--- config.mk ---
export PLATFORM = sky130hd
export DESIGN_NAME = conn_sprite_draw
export DESIGN_NICKNAME = d
export VERILOG_FILES = /design/src/rtl/conn_sprite_draw.sv
export SDC_FILE = /design/constraint.sdc
export NUM_CORES = 1
export LEC_CHECK = 0
export ABC_AREA = 1
export CAP_MARGIN = 20
export CORE_ASPECT_RATIO = 1.4
export CORE_MARGIN = 3
export CORE_UTILIZATION = 51
export CTS_CLUSTER_DIAMETER = 150
export DETAILED_ROUTE_END_ITERATION = 6
export GPL_ROUTABILITY_DRIVEN = 0
export PLACE_DENSITY = 0.95
export SYNTH_ARGS = -nofsm -noshare
export SYNTH_HDL_FRONTEND = slang
export SYNTH_SLANG_ARGS = --single-unit
--- constraint.sdc ---
create_clock -name Clk -period 3.63 [get_ports Clk]
set_input_delay 0.726 -clock Clk [delete_from_list [all_inputs] [get_ports Clk]]
set_output_delay 0.726 -clock Clk [all_outputs]
set_load 0.05 [all_outputs]
--- src/rtl/conn_sprite_draw.sv ---
// Sprite draw stage around the 24x24 "connected" ROM: box test, ROM addressing,
// palette-index pipeline and the show/blink sequencer that gates visibility.
module conn_sprite_draw #(
    parameter int SPR_W        = 24,
    parameter int SPR_H        = 24,
    parameter int BLINK_FRAMES = 8,
    parameter int SHOW_PHASES  = 6
) (
    input  logic       Clk,
    input  logic       Reset,
    input  logic       frame_start,
    input  logic       show,
    input  logic [9:0] pos_x,
    input  logic [9:0] pos_y,
    input  logic [9:0] DrawX,
    input  logic [9:0] DrawY,
    output logic [5:0] DX,
    output logic [5:0] DY,
    input  logic [7:0] rom_data,
    output logic       pix_valid,
    output logic [7:0] pix_index,
    output logic       busy
);

    // state | meaning
    // IDLE  | no show sequence running, sprite hidden
    // ON    | show sequence running, sprite visible this phase
    // OFF   | show sequence running, sprite hidden this phase
    localparam logic [1:0] IDLE = 2'd0;
    localparam logic [1:0] ON   = 2'd1;
    localparam logic [1:0] OFF  = 2'd2;

    localparam int FCW = (BLINK_FRAMES > 1) ? $clog2(BLINK_FRAMES) : 1;
    localparam int PCW = (SHOW_PHASES > 1) ? $clog2(SHOW_PHASES) : 1;

    logic [1:0]     state;
    logic [FCW-1:0] frame_cnt;
    logic [PCW-1:0] phase_cnt;

    logic [10:0] x_ext, y_ext, px_ext, py_ext;
    logic        inbox;
    logic [5:0]  dx_c, dy_c;
    logic        inbox_d, vis_d;

    // 11-bit compares so a sprite placed near 1023 does not wrap its right/bottom edge
    always_comb begin
        x_ext  = {1'b0, DrawX};
        y_ext  = {1'b0, DrawY};
        px_ext = {1'b0, pos_x};
        py_ext = {1'b0, pos_y};
        inbox  = (x_ext >= px_ext) && (x_ext < px_ext + 11'(SPR_W)) &&
                 (y_ext >= py_ext) && (y_ext < py_ext + 11'(SPR_H));
        dx_c   = DrawX[5:0] - pos_x[5:0];
        dy_c   = DrawY[5:0] - pos_y[5:0];
    end

    always_ff @(posedge Clk or posedge Reset) begin
        if (Reset) begin
            DX      <= '0;
            DY      <= '0;
            inbox_d <= 1'b0;
            vis_d   <= 1'b0;
        end else begin
            DX      <= inbox ? dx_c : 6'd0;
            DY      <= inbox ? dy_c : 6'd0;
            inbox_d <= inbox;
            vis_d   <= (state == ON);
        end
    end

    // ROM index 0 is the transparent colour
    always_ff @(posedge Clk or posedge Reset) begin
        if (Reset) begin
            pix_valid <= 1'b0;
            pix_index <= '0;
        end else begin
            pix_valid <= inbox_d && vis_d && (rom_data != 8'd0);
            pix_index <= (inbox_d && vis_d && (rom_data != 8'd0)) ? rom_data : 8'd0;
        end
    end

    // show has priority over a coincident frame_start, which is then dropped
    always_ff @(posedge Clk or posedge Reset) begin
        if (Reset) begin
            state     <= IDLE;
            frame_cnt <= '0;
            phase_cnt <= '0;
        end else if (show) begin
            state     <= ON;
            frame_cnt <= '0;
            phase_cnt <= '0;
        end else if (frame_start && (state != IDLE)) begin
            if (frame_cnt == FCW'(BLINK_FRAMES - 1)) begin
                frame_cnt <= '0;
                if (phase_cnt == PCW'(SHOW_PHASES - 1)) begin
                    state     <= IDLE;
                    phase_cnt <= '0;
                end else begin
                    phase_cnt <= phase_cnt + 1'b1;
                    state     <= (state == ON) ? OFF : ON;
                end
            end else begin
                frame_cnt <= frame_cnt + 1'b1;
            end
        end
    end

    assign busy = (state != IDLE);

endmodule

### Word level (Yosys, flattened, before mapping)

Cells that the tools add are included.

* register bits: 31
* input bits: 52
* output and inout bits: 22

* $add $sub $neg: 6
* order comparisons: 4
* equal/unequal tests: 3
* muxes and demuxes: 15
* reductions and logical operators: 11

Operator list (count)
* adder 10 x 5 -> 11 bit, second input constant: 2
* < comparator 10 x 11 -> 1 bit: 2
* two-way mux 3 bit: 7
* >= comparator 10 bit: 2
* two-way mux 6 bit: 2
* subtractor 6 bit: 2
* two-way mux 2 bit: 5
* two-way mux 8 bit: 1
* nonzero test 8 bit: 1
* adder 3 x 1 -> 3 bit, second input constant: 2
* == test 3 bit, second input constant: 2
* logical AND 1 bit: 6
* nonzero test 2 bit: 3
* == test 2 x 1 -> 1 bit, second input constant: 1
* AND reduction 2 bit: 1

### Longest topological paths before layout

Gate-level depths: netlist of the first run.

* depth after elaboration: 6
* mapped depth: 16

### Least setup slack after synthesis of the first run

No wires, ideal clock.

* path type: input to register
* start point: input port pos_y[3]
* end point: register DY[0]
* library setup time: 69 ps
* data arrival time: 2527 ps
* path slack: 1034 ps
* stages: 16
* path buffers: 1
* path through: inv_1 ha_1 or2_2 nor2_1 xor2_1 inv_1 ha_1 a21o_2 nand3_1 nand2_1 inv_1 nand2_1 nor2_2 nand3_2 buf_6 nor2_2

* cells in the longest elaborated chain, start to end: 4
* elaborated cells on any way between the ends: 6
* those cells by class: 1 x add/sub; 2 x order compare; 1 x mux; 2 x reduce/logical

Ends and longest elaborated chain
* from (decl): RTL line 14 `input logic [9:0] pos_y,`
* adder 10 x 5 -> 11 bit or >= comparator 10 bit (tied branches): RTL line 52 `(y_ext >= py_ext) && (y_ext < py_ext + 11'(SPR_H));`
* < comparator 10 x 11 -> 1 bit or logical AND 1 bit (tied branches): RTL line 52, 51
* logical AND 1 bit (*): RTL line 52
* two-way mux 6 bit (*): RTL line 65 `DY <= inbox ? dy_c : 6'd0;`
* to (signal assigned): RTL line 65
* to (decl): RTL line 18 `output logic [5:0] DY,`

Every way passes the cells marked *; elsewhere a longest branch is shown, timed or not.
A chain may end at the register's enable or synchronous reset.

### Worst setup path after layout of the first run

* start point: input port pos_y[3]
* end point: register DY[5]

* cells in the longest elaborated chain, start to end: 4
* elaborated cells on any way between the ends: 7
* those cells by class: 2 x add/sub; 2 x order compare; 1 x mux; 2 x reduce/logical

Ends and longest elaborated chain (RTL line)
* adder 10 x 5 -> 11 bit or >= comparator 10 bit (tied branches): 52
* < comparator 10 x 11 -> 1 bit or logical AND 1 bit (tied branches): 52, 51
* logical AND 1 bit: 52
* two-way mux 6 bit (*): 65

Marks and branches as above.

==> out/results.txt, run 1 <==
Endpoints failing setup - 0
Post-synth net total - 413
CTS clock-pin slew for the worst setup and hold paths - 0.06 ns
IO Count - 74
Pre-Repair DR Iteration Count - 4
WP data arrival - 3.37 ns
Pint - 0.000680 W
Routed WL - 5630 um
WHS - 0.481 ns
Maximum buffer depth of the clock tree - 2
Period minus WS final - 3.17 ns
Register area share after synthesis - 31.6%
FMAX - 315 MHz
Vias in the first global route - 2299
Fillers - 363
Avg Synthesized Cell Area - 7.64 um2
Hold Path Class - flop to flop
Combinational share of power - 39.2%
Setup WS pre-CTS - 0.150 ns
Pin count of the biggest net entering global routing - 32
Clock skew - 0.00746 ns
Remaining DRCs - 0
Synth Cell Area - 2450 um2
Initial antenna violation count - 0
RSZ-0062 raised after global routing - false
Antenna Nets Post-Route - 0
Number of setup buffers added after CTS - 0
Setup TNS - 0 ns
Slowest CP cell - clkdlybuf4s50_1
Setup CP Type - input pin to flop
CP cell instances - clkdlybuf4s50_1 > inv_1 > ha_1 > or2_2 > nor2_1 > xor2_1 > inv_1 > ha_1 > a21o_2 > nand3_1 > nand2_1 > inv_1 > nand2_1 > nor2_2 > nand3_2 > nor2_1
MaxCap Viol Count - 0
Gr usage total - 20.7%
Seq cells post-synth - 31
Commonest cells after routing, fill and taps aside - 73 x clkdlybuf4s50_1, 72 x nand2_1, 61 x inv_1
N_diodes - 0
Sw Share - 34.7%
Leak pwr - 1.79 nW
Psw - 0.000361 W
DP Wirelength - 4760 um
DR WL/cell - 12.2 um
Nets@finish - 493
Max Slew Vio Count - 0
Worst-path fanout max - 13
Setup crit end kind - flop
Ys Warns - 0
Post-DP Area - 3250 um2
Worst VDD drop - 0.199 mV
Cts hold-fix bufs - 0
WP data required - 3.83 ns
Final Hold Violating Endpoints - 0
Die span in y - 88.1 um
Register Area - 776 um2
Clock Latency Late Sink - 0.28 ns
Status - finished clean
Layout cells sized above 1 - 6.50%
Vias per cell - 4.98
Multi-input combinational cell area - 1430 um2
Post-cts resize count - 0
Mapped Cells - 321
Total congestion overflow - 0
Largest stage delay on the critical path - 0.51 ns
Core ar. - 4570 um2
Initial DRC count - 133
H-tree depth - 2
Clock network power share - 22.3%
CTS Buf Count - 5
Cell area power density - 312 nW/um2
Initial Util - 53.6%
Root buf cell - clkbuf_8
Commonest non-fill, non-tap cell in the layout - clkdlybuf4s50_1
Sequential share of power - 38.5%
Chip width - 64.6 um
Die area - 5690 um2
Worst slew pin tran - 0.623 ns
Final Cell Area - 3340 um2
CP startpoint kind - input pin
Tcrit/Tclk final - 87.5%
Crit path top cell by count - inv_1
FP Rows - 29
Post-synthesis cell type count - 26
First-pass GRT wire length - 9360 um
Setup slack after layout - 0.455 ns
CTS tree - yes
Input/output buffers - 73
DR vias - 2302
P&R area growth vs syn - 36.1%
Worst rel slew slack - 58.5%
Clk sinks - 31
## synthesized netlist by cell type, drive strengths merged
cell type  count  share of area (%)
inv           62                9.5
ha            38                 19
nand4          5                1.3
nand3         17                3.7
dfrtp         31                 32
nor2          41                7.8
nand2         74                 12
o32ai          1               0.36
buf            1               0.46
xor2           8                2.9
or2            2               0.51
o21ai          6                1.2
o22ai          2               0.51
a21oi         18                3.7
nor3           3               0.61
o21a           2               0.61
xnor2          5                1.8
fa             2                1.6
a21o           3               0.97
## kinds of logic after synthesis
| logic type | share of synthesized area (%) |
|---|---|
| and+or+nand+nor | 25.4 |
| DFF | 31.6 |
| buffers and inverters | 9.95 |
| AOI/OAI and AO/OA | 7.35 |
| xor gates and xnor gates | 4.64 |
| adders and majority gates | 21.0 |
## area by class of cell
| type | count | area share [%] |
|---|---|---|
| clock buffers | 6 | 2.17 |
| inverters | 62 | 6.97 |
| multi-input cells | 227 | 42.9 |
| flip-flops and latches | 31 | 23.2 |
| well taps | 62 | 2.32 |
| repair buffers | 74 | 22.3 |
## power by group through the flow
stage	clock network, W	registers (W)	logic [W]
6_report	0.000232	0.000401	0.000408
4_1_cts	0.000236	0.000400	0.000408
3_3_place_gp	0	0.000403	0.000384
5_1_grt	0.000256	0.000404	0.000455
3_5_place_dp	0	0.000406	0.000403
2_1_floorplan	0	0.000434	0.000229
## registers in the layout, summed over array words and instances (netlist names)
register   cells
pix_index      8
DX             6
DY             6
frame_cnt      3
phase_cnt      3
state          2
inbox_d        1
pix_valid      1
vis_d          1
## per-layer routing
layer / wire, um / up-vias / share of wire [%] / GRT usage (%)
met5: 0 / - / 0 / 0
met4: 70 / 0 / 1.2 / 7.12
met3: 294 / 8 / 5.2 / 3.34
met2: 3140 / 72 / 56 / 42.1
met1: 2120 / 1054 / 38 / 20.9
li1: - / 1168 / - / -
## through the flow
stage,instances,utilization (%),power (W)
floorplan,321,-,0.000664
global placement,455,71.1,0.000786
detailed placement,455,71.1,0.000809
CTS,461,72.7,0.00104
global route,462,73.0,0.00112
finish,462,73.0,0.00104
## worst max-delay path, delay by kind of cell
kind	cells	cell delay (ns)
compound gates	1	0.21
simple gates	8	1.22
buf+inv	4	0.68
fa+ha+maj	2	0.38
xor+xnor	1	0.15
## final timing paths
| path | startpoint | to | slack, ns | cells after the start |
|---|---|---|---|---|
| max | pos_y[3] | DY[5]$_DFF_PP0_ | 0.46 | 16 |
| min | frame_cnt[1]$_DFFE_PP0P_ | frame_cnt[1]$_DFFE_PP0P_ | 0.48 | 2 |
| max reg2reg | frame_cnt[0]$_DFFE_PP0P_ | state[1]$_DFFE_PP0P_ | 1.91 | 6 |
| min reg2reg | frame_cnt[1]$_DFFE_PP0P_ | frame_cnt[1]$_DFFE_PP0P_ | 0.48 | 2 |
| max in group asynchronous | Reset | state[1]$_DFFE_PP0P_ | 2.28 | 3 |
| min in group asynchronous | Reset | phase_cnt[0]$_DFFE_PP0P_ | 0.83 | 2 |
(Power assumes the default switching activity.)
==> run 2, diff against run 1 <==
- GPL_ROUTABILITY_DRIVEN: 0 -> unset
==> results of run 2 <==
Final layout, timing and power as in run 1 (identical DEF).
